===== config.mk =====
export PLATFORM = sky130hd
export DESIGN_NAME = mii_rx_framer
export DESIGN_NICKNAME = d
export VERILOG_FILES = /design/src/rtl/mii_rx_framer.sv
export SDC_FILE = /design/constraint.sdc
export NUM_CORES = 1
export LEC_CHECK = 0
export ABC_CLOCK_PERIOD_IN_PS = 1800
export CORE_ASPECT_RATIO = 1.5
export CORE_MARGIN = 3
export CORE_UTILIZATION = 33
export CTS_CLUSTER_SIZE = 40
export DETAILED_ROUTE_END_ITERATION = 7
export SLEW_MARGIN = 5
export SYNTH_ARGS = -nofsm -noshare
export SYNTH_HDL_FRONTEND = slang
export SYNTH_SLANG_ARGS = --single-unit

===== constraint.sdc =====
create_clock -name mii_clk -period 1.8 [get_ports mii_clk]
set_input_delay 0.27 -clock mii_clk [delete_from_list [all_inputs] [get_ports mii_clk]]
set_output_delay 0.27 -clock mii_clk [all_outputs]
set_load 0.005 [all_outputs]

===== src/rtl/mii_rx_framer.sv =====
// MII receive framer: hunts preamble/SFD, assembles nibbles into bytes and emits
// them through a one-byte hold buffer so the last byte can be tagged with eof.
`default_nettype none

module mii_rx_framer #(
  parameter int BIT_REVERSE    = 1,
  parameter int STRIP_PREAMBLE = 1,
  parameter int MAX_LEN        = 1518,
  parameter int LEN_W          = 11
) (
  input  logic             mii_clk,
  input  logic             reset,
  input  logic             mii_dv,
  input  logic             mii_er,
  input  logic [3:0]       mii_d,
  output logic             out_valid,
  output logic [7:0]       out_data,
  output logic             out_sof,
  output logic             out_eof,
  output logic             out_err,
  output logic [LEN_W-1:0] frame_len
);

  typedef enum logic [1:0] {IDLE, PREAMBLE, DATA, DROP} state_t;

  localparam logic [LEN_W-1:0] MAX_CNT = LEN_W'(MAX_LEN);
  localparam logic [LEN_W-1:0] ONE     = LEN_W'(1);

  state_t           state, state_nx;
  logic [3:0]       nib, low, low_nx;
  logic             phase, phase_nx;
  logic             seen5, seen5_nx;
  logic [7:0]       hold, hold_nx;
  logic [LEN_W-1:0] cnt, cnt_nx;
  logic             err, err_nx;
  logic             valid_nx, sof_nx, eof_nx, oerr_nx;
  logic [7:0]       data_nx;
  logic [LEN_W-1:0] len_nx;

  assign nib = (BIT_REVERSE != 0) ? {mii_d[0], mii_d[1], mii_d[2], mii_d[3]} : mii_d;

  always_comb begin
    state_nx = state;
    low_nx   = low;
    phase_nx = phase;
    seen5_nx = seen5;
    hold_nx  = hold;
    cnt_nx   = cnt;
    err_nx   = err;
    valid_nx = 1'b0;
    sof_nx   = 1'b0;
    eof_nx   = 1'b0;
    oerr_nx  = 1'b0;
    data_nx  = out_data;
    len_nx   = frame_len;
    case (state)
      IDLE: begin
        phase_nx = 1'b0;
        cnt_nx   = '0;
        err_nx   = 1'b0;
        seen5_nx = 1'b0;
        if (mii_dv) begin
          if (STRIP_PREAMBLE != 0) begin
            state_nx = PREAMBLE;
          end else begin
            state_nx = DATA;
            low_nx   = nib;
            phase_nx = 1'b1;
            err_nx   = mii_er;
          end
        end
      end
      PREAMBLE: begin
        if (!mii_dv)                     state_nx = IDLE;
        else if (nib == 4'h5)            seen5_nx = 1'b1;
        else if (nib == 4'hD && seen5)   state_nx = DATA;
        else                             state_nx = DROP;
      end
      DATA: begin
        if (!mii_dv) begin
          // Frame end: flush the held byte; a dangling low nibble is an alignment error.
          state_nx = IDLE;
          if (cnt != '0) begin
            valid_nx = 1'b1;
            data_nx  = hold;
            sof_nx   = (cnt == ONE);
            eof_nx   = 1'b1;
            oerr_nx  = err | phase;
            len_nx   = cnt;
          end
        end else begin
          if (mii_er) err_nx = 1'b1;
          if (!phase) begin
            low_nx   = nib;
            phase_nx = 1'b1;
          end else begin
            phase_nx = 1'b0;
            if (cnt == MAX_CNT) begin
              state_nx = DROP;
              valid_nx = 1'b1;
              data_nx  = hold;
              sof_nx   = (cnt == ONE);
              eof_nx   = 1'b1;
              oerr_nx  = 1'b1;
              len_nx   = cnt;
            end else begin
              hold_nx = {nib, low};
              cnt_nx  = cnt + ONE;
              if (cnt != '0) begin
                valid_nx = 1'b1;
                data_nx  = hold;
                sof_nx   = (cnt == ONE);
              end
            end
          end
        end
      end
      default: begin
        if (!mii_dv) state_nx = IDLE;
      end
    endcase
  end

  always_ff @(posedge mii_clk) begin
    if (reset) begin
      // A frame already in flight at reset is dropped rather than emitted.
      state     <= mii_dv ? DROP : IDLE;
      low       <= '0;
      phase     <= 1'b0;
      seen5     <= 1'b0;
      hold      <= '0;
      cnt       <= '0;
      err       <= 1'b0;
      out_valid <= 1'b0;
      out_sof   <= 1'b0;
      out_eof   <= 1'b0;
      out_err   <= 1'b0;
      out_data  <= '0;
      frame_len <= '0;
    end else begin
      state     <= state_nx;
      low       <= low_nx;
      phase     <= phase_nx;
      seen5     <= seen5_nx;
      hold      <= hold_nx;
      cnt       <= cnt_nx;
      err       <= err_nx;
      out_valid <= valid_nx;
      out_sof   <= sof_nx;
      out_eof   <= eof_nx;
      out_err   <= oerr_nx;
      out_data  <= data_nx;
      frame_len <= len_nx;
    end
  end

endmodule

`default_nettype wire


# Yosys cells after proc, flatten, opt, wreduce, memory -nomap -nowiden
# Index checks and enable logic that the tools add are counted.
# totals
ff_bits	51
latch_bits	0
ram_bits	0
rom_bits	0
input_bits	8
output_inout_bits	23
wordCells	98
mem_count	0
# op_classes
n_addsub	1
multipliers	0
div_mod_pow	0
n_lt_le_gt_ge	0
n_eq_ne	19
n_shift	0
mux	45
bitwise_logic	4
reduce_logical	16
# ops
operator	n
2-to-1 mux 11 bit	7
2-to-1 mux 8 bit	4
one-hot mux 11 bit (2 select lines)	1
2-to-1 mux 1 bit	20
2-to-1 mux 2 bit	9
!= test 2 bit (second input constant)	6
!= test 4 bit (second input constant)	3
AND reduction 4 bit	3
adder 11 x 1 -> 11 bit (second input constant)	1
== test 11 x 1 -> 1 bit (second input constant)	1
== test 11 bit (second input constant)	1
nonzero test 11 bit	1
AND reduction 3 bit	3
one-hot mux 1 bit (2 select lines)	3
one-hot mux 2 bit (3 select lines)	1
nonzero test 2 bit	3
!= test 5 x 2 -> 1 bit (second input constant)	1
AND reduction 5 bit	1
== test 4 x 3 -> 1 bit (second input constant)	1
== test 4 bit (second input constant)	1
!= test 2 x 1 -> 1 bit (second input constant)	2
AND reduction 2 bit	2
!= test 3 bit (second input constant)	1
inverter 1 bit	3
6 further kinds	6

# Depth between registers and ports, before layout
# Gate-level depths: netlist of run 1.
# logic_depth
word_depth	7
ltp_mapped	8
depth_no_buf	6

# Least setup slack after synthesis of run 1
# Ideal clock, no wire load.
# synth_timing
path_type	register to register
from	register state[0]
to	register out_data[0]
setup_ns	0.072
t_arrival_ns	1.779
required_ns	1.728
slack_ns	-0.050
stages_incl_launch_ff	7
n_path_buf	1
synth_period_minus_slack_ns	1.850
path_cell_list	edfxtp_1 -> inv_1 -> ha_1 -> clkbuf_1 -> o21ai_0 -> a21oi_2 -> mux2i_1
# synth_between
elab_chain_cells	2
# synth_rtl
item	line	rtl
from (decl)	29	state_t state, state_nx;
from (signal assigned)	127	state <= mii_dv ? DROP : IDLE;
from (signal assigned)	141	state <= state_nx;
== test 2 bit	56	case (state)
AND reduction 2 bit (no source line)	--	
to (signal assigned)	152	out_data <= data_nx;
to (decl)	17	output logic [7:0] out_data,
# No other way between the ends.
# A chain may end at the register's enable or synchronous reset.

# Worst setup path in the final report of run 1
# layout_timing
from	register state[0]
to	register cnt[4]
# layout_between
elab_chain_cells	3
elab_cells_between_ends	8
cone_classes	4 x eq/ne; 1 x mux; 3 x reduce/logical
# layout_rtl
item	line	rtl
== test 2 bit / zero test 2 bit (equally long branches)	56	
!= test 2 bit (no source line) / nonzero test 2 bit (equally long branches)	--	
AND reduction 4 bit (no source line)	--	
to (signal assigned)	146	cnt <= cnt_nx;
to (decl)	34	logic [LEN_W-1:0] cnt, cnt_nx;
# Parallel ways exist; a longest one is shown, timed or not.

==> results of run 1 <==
==> repair_timing <==
action / 4_1_cts / 5_1_grt
resized for setup: 2 / 7
pin swaps: 0 / 1
setup endpoints to repair: 2 / 13
==> worst max-delay path, cell delays in order, from the launching register on <==
cell and delay [ns]:
edfxtp_1 0.43, inv_2 0.08, ha_2 0.19, nand3_1 0.09
a31o_4 0.24, buf_6 0.15, or3_1 0.34, a21oi_1 0.15
==> registers in the layout, summed over array words and instances (netlist names), 2 cells and up <==
| signal | count |
|---|---|
| cnt | 11 |
| hold | 8 |
| low | 4 |
| state | 2 |
| frame_len | 11 |
| out_data | 8 |
==> stage by stage <==
stage | utilization, % | setup slack (ns) | setup TNS (ns) | instances
floorplan | - | 0.0158 | 0 | 260
global placement | 43.3 | -0.0636 | -0.112 | 391
detailed placement | 43.3 | -0.0974 | -0.432 | 391
global route | 45.1 | -0.0240 | -0.0413 | 399
finish | 45.1 | 0.0635 | 0 | 399
CTS | 44.7 | 0.00620 | 0 | 399
==> worst paths after layout <==
check                                               start                   endpoint  slack [ns]
worst max-delay path                   state[0]$_DFFE_PP_        cnt[4]$_SDFFE_PP0P_        0.06
worst min-delay path            frame_len[9]$_SDFFE_PP0P_  frame_len[9]$_SDFFE_PP0P_        0.46
worst max register to register         state[0]$_DFFE_PP_        cnt[4]$_SDFFE_PP0P_        0.06
worst min register to register  frame_len[9]$_SDFFE_PP0P_  frame_len[9]$_SDFFE_PP0P_        0.46
==> metal layers <==
metal	vias to the layer above	wire (microns)	global-route usage, %
met1	958	2270	15.8
met2	37	2720	24.9
li1	1027	-	-
met5	-	0	0
met4	0	127	5.22
met3	8	161	2.49
==> synthesized netlist by cell type, drive strengths merged, types with 2 or more instances <==
library cell / instances
edfxtp: 2
o21ai: 6
o32ai: 2
nor3: 2
buf: 5
or4: 4
and2: 2
mux2i: 32
nand2b: 3
and3: 2
or3: 4
a31o: 2
nand4: 5
clkbuf: 10
or2: 2
nor2: 20
nand3: 6
a2111o: 3
dfxtp: 49
inv: 10
o2111ai: 2
nand2: 50
ha: 8
a21oi: 13
xor2: 2
==> cell type report <==
type,instances,area share [%]
inverter,11,1.33
tap,78,3.14
multi-input combinational,183,39.3
sequential,51,33.4
clock buffer,5,2.21
timing repair buffer,68,19.7
clock inverter,3,0.844
==> cell usage in the layout, fill, tap and decap left out, types with 6 or more instances in the layout <==
cell / Yosys / layout
a21oi_1: 12 / 11
mux2i_1: 32 / 32
nand3_1: 6 / 6
o21ai_0: 6 / 6
dfxtp_1: 49 / 49
clkdlybuf4s50_1: 0 / 30
buf_4: 0 / 35
nand2_1: 50 / 50
nor2_1: 20 / 20
inv_1: 10 / 9
ha_1: 8 / 6
==> power groups by stage <==
| stage | registers [mW] | logic, mW | clock network, mW |
|---|---|---|---|
| 6_report | 1.19 | 0.412 | 0.706 |
| 5_1_grt | 1.19 | 0.463 | 0.769 |
| 4_1_cts | 1.19 | 0.408 | 0.733 |
| 3_5_place_dp | 1.21 | 0.403 | 0 |
| 3_3_place_gp | 1.21 | 0.401 | 0 |
| 2_1_floorplan | 1.21 | 0.241 | 0 |
==> cell families (layout without fill, tap and decap cells) <==
| kind of cell | after synthesis | count (layout) |
|---|---|---|
| xor+xnor | 2 | 2 |
| flops | 51 | 51 |
| buf+inv | 26 | 87 |
| fa+ha+maj | 8 | 8 |
| compound gates | 35 | 35 |
| simple gates | 106 | 106 |
| mux | 32 | 32 |
==> run_results.csv, run 1 <==
group,metric,value,unit
detailed_routing,ant_nets,0,
power,seqPwrFrac,51.5,%
placement,post_dp_cell_area,0.00298,sq mm
sta,whs,0.460,ns
finish,n_antenna_cell,0,
sta,finalHoldViolCount,0,
logic_synthesis,synth_xor_area_share,0.747,%
detailed_routing,viasPerCell,5.09,
power,p_total,2.31,mW
logic_synthesis,ys_seq_area_share,44.4,%
placement,portBuffers,30,
placement,dp_hpwl,3960,microns
clocking,cts_buffer_depth,2,
logic_synthesis,synth_simple_gate_area_share,21.6,%
finish,stdcell_area,0.00311,sq mm
worst_setup_path,crit_path_end_kind,"flip-flop",
logic_synthesis,synth_compound_gate_area_share,10.7,%
power,combPwrFrac,17.9,%
worst_setup_path,critPathLaunchType,"flip-flop",
logic_synthesis,synth_top_family_by_area,"simple AND/OR/NAND/NOR gates",
run_status,status,"completed",
clocking,root_buffer,"clkbuf_8",
worst_setup_path,crit_arrival,1.98,ns
detailed_routing,drtIter0Drc,77,
power,p_leak,1.21,nW
worst_setup_path,cp.required,2.04,ns
sta,clock.fmax,576,MHz
finish,multiInputGateArea,0.00122,sq mm
global_routing,track_usage,13.9,%
sta,worst_pin_slew,0.344,ns
finish,syn_to_final_growth,32.8,%
logic_synthesis,synth_top_area_cell,"dfxtp_1",
logic_synthesis,syn_nets,276,
clocking,clkLatencyLatePin,0.31,ns
logic_synthesis,synthTopCellsByArea,"dfxtp_1 (42%), mux2i_1 (14%), nand2_1 (8.0%)",
global_routing,antenna_found_initial,0,
sta,drv_slew,0,
flow_run,cap_violations,0,
logic_synthesis,synth-edff-count,2,
floorplan,die-area,0.00817,sq mm
power,clock_power_share,30.6,%
global_routing,grt_max_degree,26,
clocking,cts_hold_buf,0,
power,power.internal,1.65,mW
hold_path,hp-class,"reg -> reg",
clocking,cts_tree,"built",
worst_setup_path,critical_path_class,"reg -> reg",
logic_synthesis,syn_area,0.00234,sq mm
power,power.switching,657,uW
logic_synthesis,synthAdderAreaFrac,4.27,%
clocking,postCtsSetupRepairBufs,0,
floorplan,rows,37,
global_routing,grt_pass1_vias,1983,
floorplan,die_h,109,microns
finish,layout-drive-gt1-share,18.4,%
sta,rsz0062_at_grt,"yes",
sta,relSlewSlack,77.1,%
power,switching_share,28.5,%
floorplan,die_w,74.8,microns
clocking,path_clk_slew,0.10,ns
power,p_per_area,741,mW/mm^2
logic_synthesis,yosys_warnings,0,
detailed_routing,via_count,2030,
floorplan,start_util,34.0,%
logic_synthesis,synth_top_cell_area_share,41.8,%
detailed_routing,wl,5280,microns
logic_synthesis,synthCells,260,
sta,final.min_clock_period,1.74,ns
logic_synthesis,synth_cell_types,43,
finish,nNetsFinal,336,
finish,fill_cells,672,
power,worst_ir_drop_vdd,504,uV
global_routing,gr-total-overflow,0,
placement,gp_congestion,0.908,
clocking,cts_made_buffers,5,
sta,fin_crit_sh,96.5,%
detailed_routing,wire_per_inst,13.2,microns
detailed_routing,first_pass_iters,4,
logic_synthesis,synthFlopType,"dfxtp_1",
sta,finalSetupViolations,0,
hold_path,holdPathStages,2,
detailed_routing,drc,0,
logic_synthesis,async_reset_ff_share,0,%
finish,area.sequential,0.00104,sq mm
sta,clock-skew-final,0.00894,ns
clocking,htreeDepth,2,
clocking,cts.sinks,51,
floorplan,core-area,0.00690,sq mm
worst_setup_path,ff2ff_path_depth,7,
logic_synthesis,synth_area_per_cell,9.02,sq um
logic_synthesis,ys_ff_latch,51,
logic_synthesis,yosys-mux-area-fraction,13.7,%
floorplan,io_pins,31,
global_routing,grt_pass1_wl,8860,microns
worst_setup_path,cp_max_fo,12,
Power figures use the tool's default switching activity.
==> inputs of run 2 (changes only) <==
--- a/config.mk
+++ b/config.mk
@@ -6,6 +6,7 @@
 export NUM_CORES = 1
 export LEC_CHECK = 0
 export ABC_CLOCK_PERIOD_IN_PS = 1800
+export CAP_MARGIN = 20
 export CORE_ASPECT_RATIO = 1.5
 export CORE_MARGIN = 3
 export CORE_UTILIZATION = 33
==> results of run 2 <==
Final layout, timing and power as in run 1 (identical DEF).
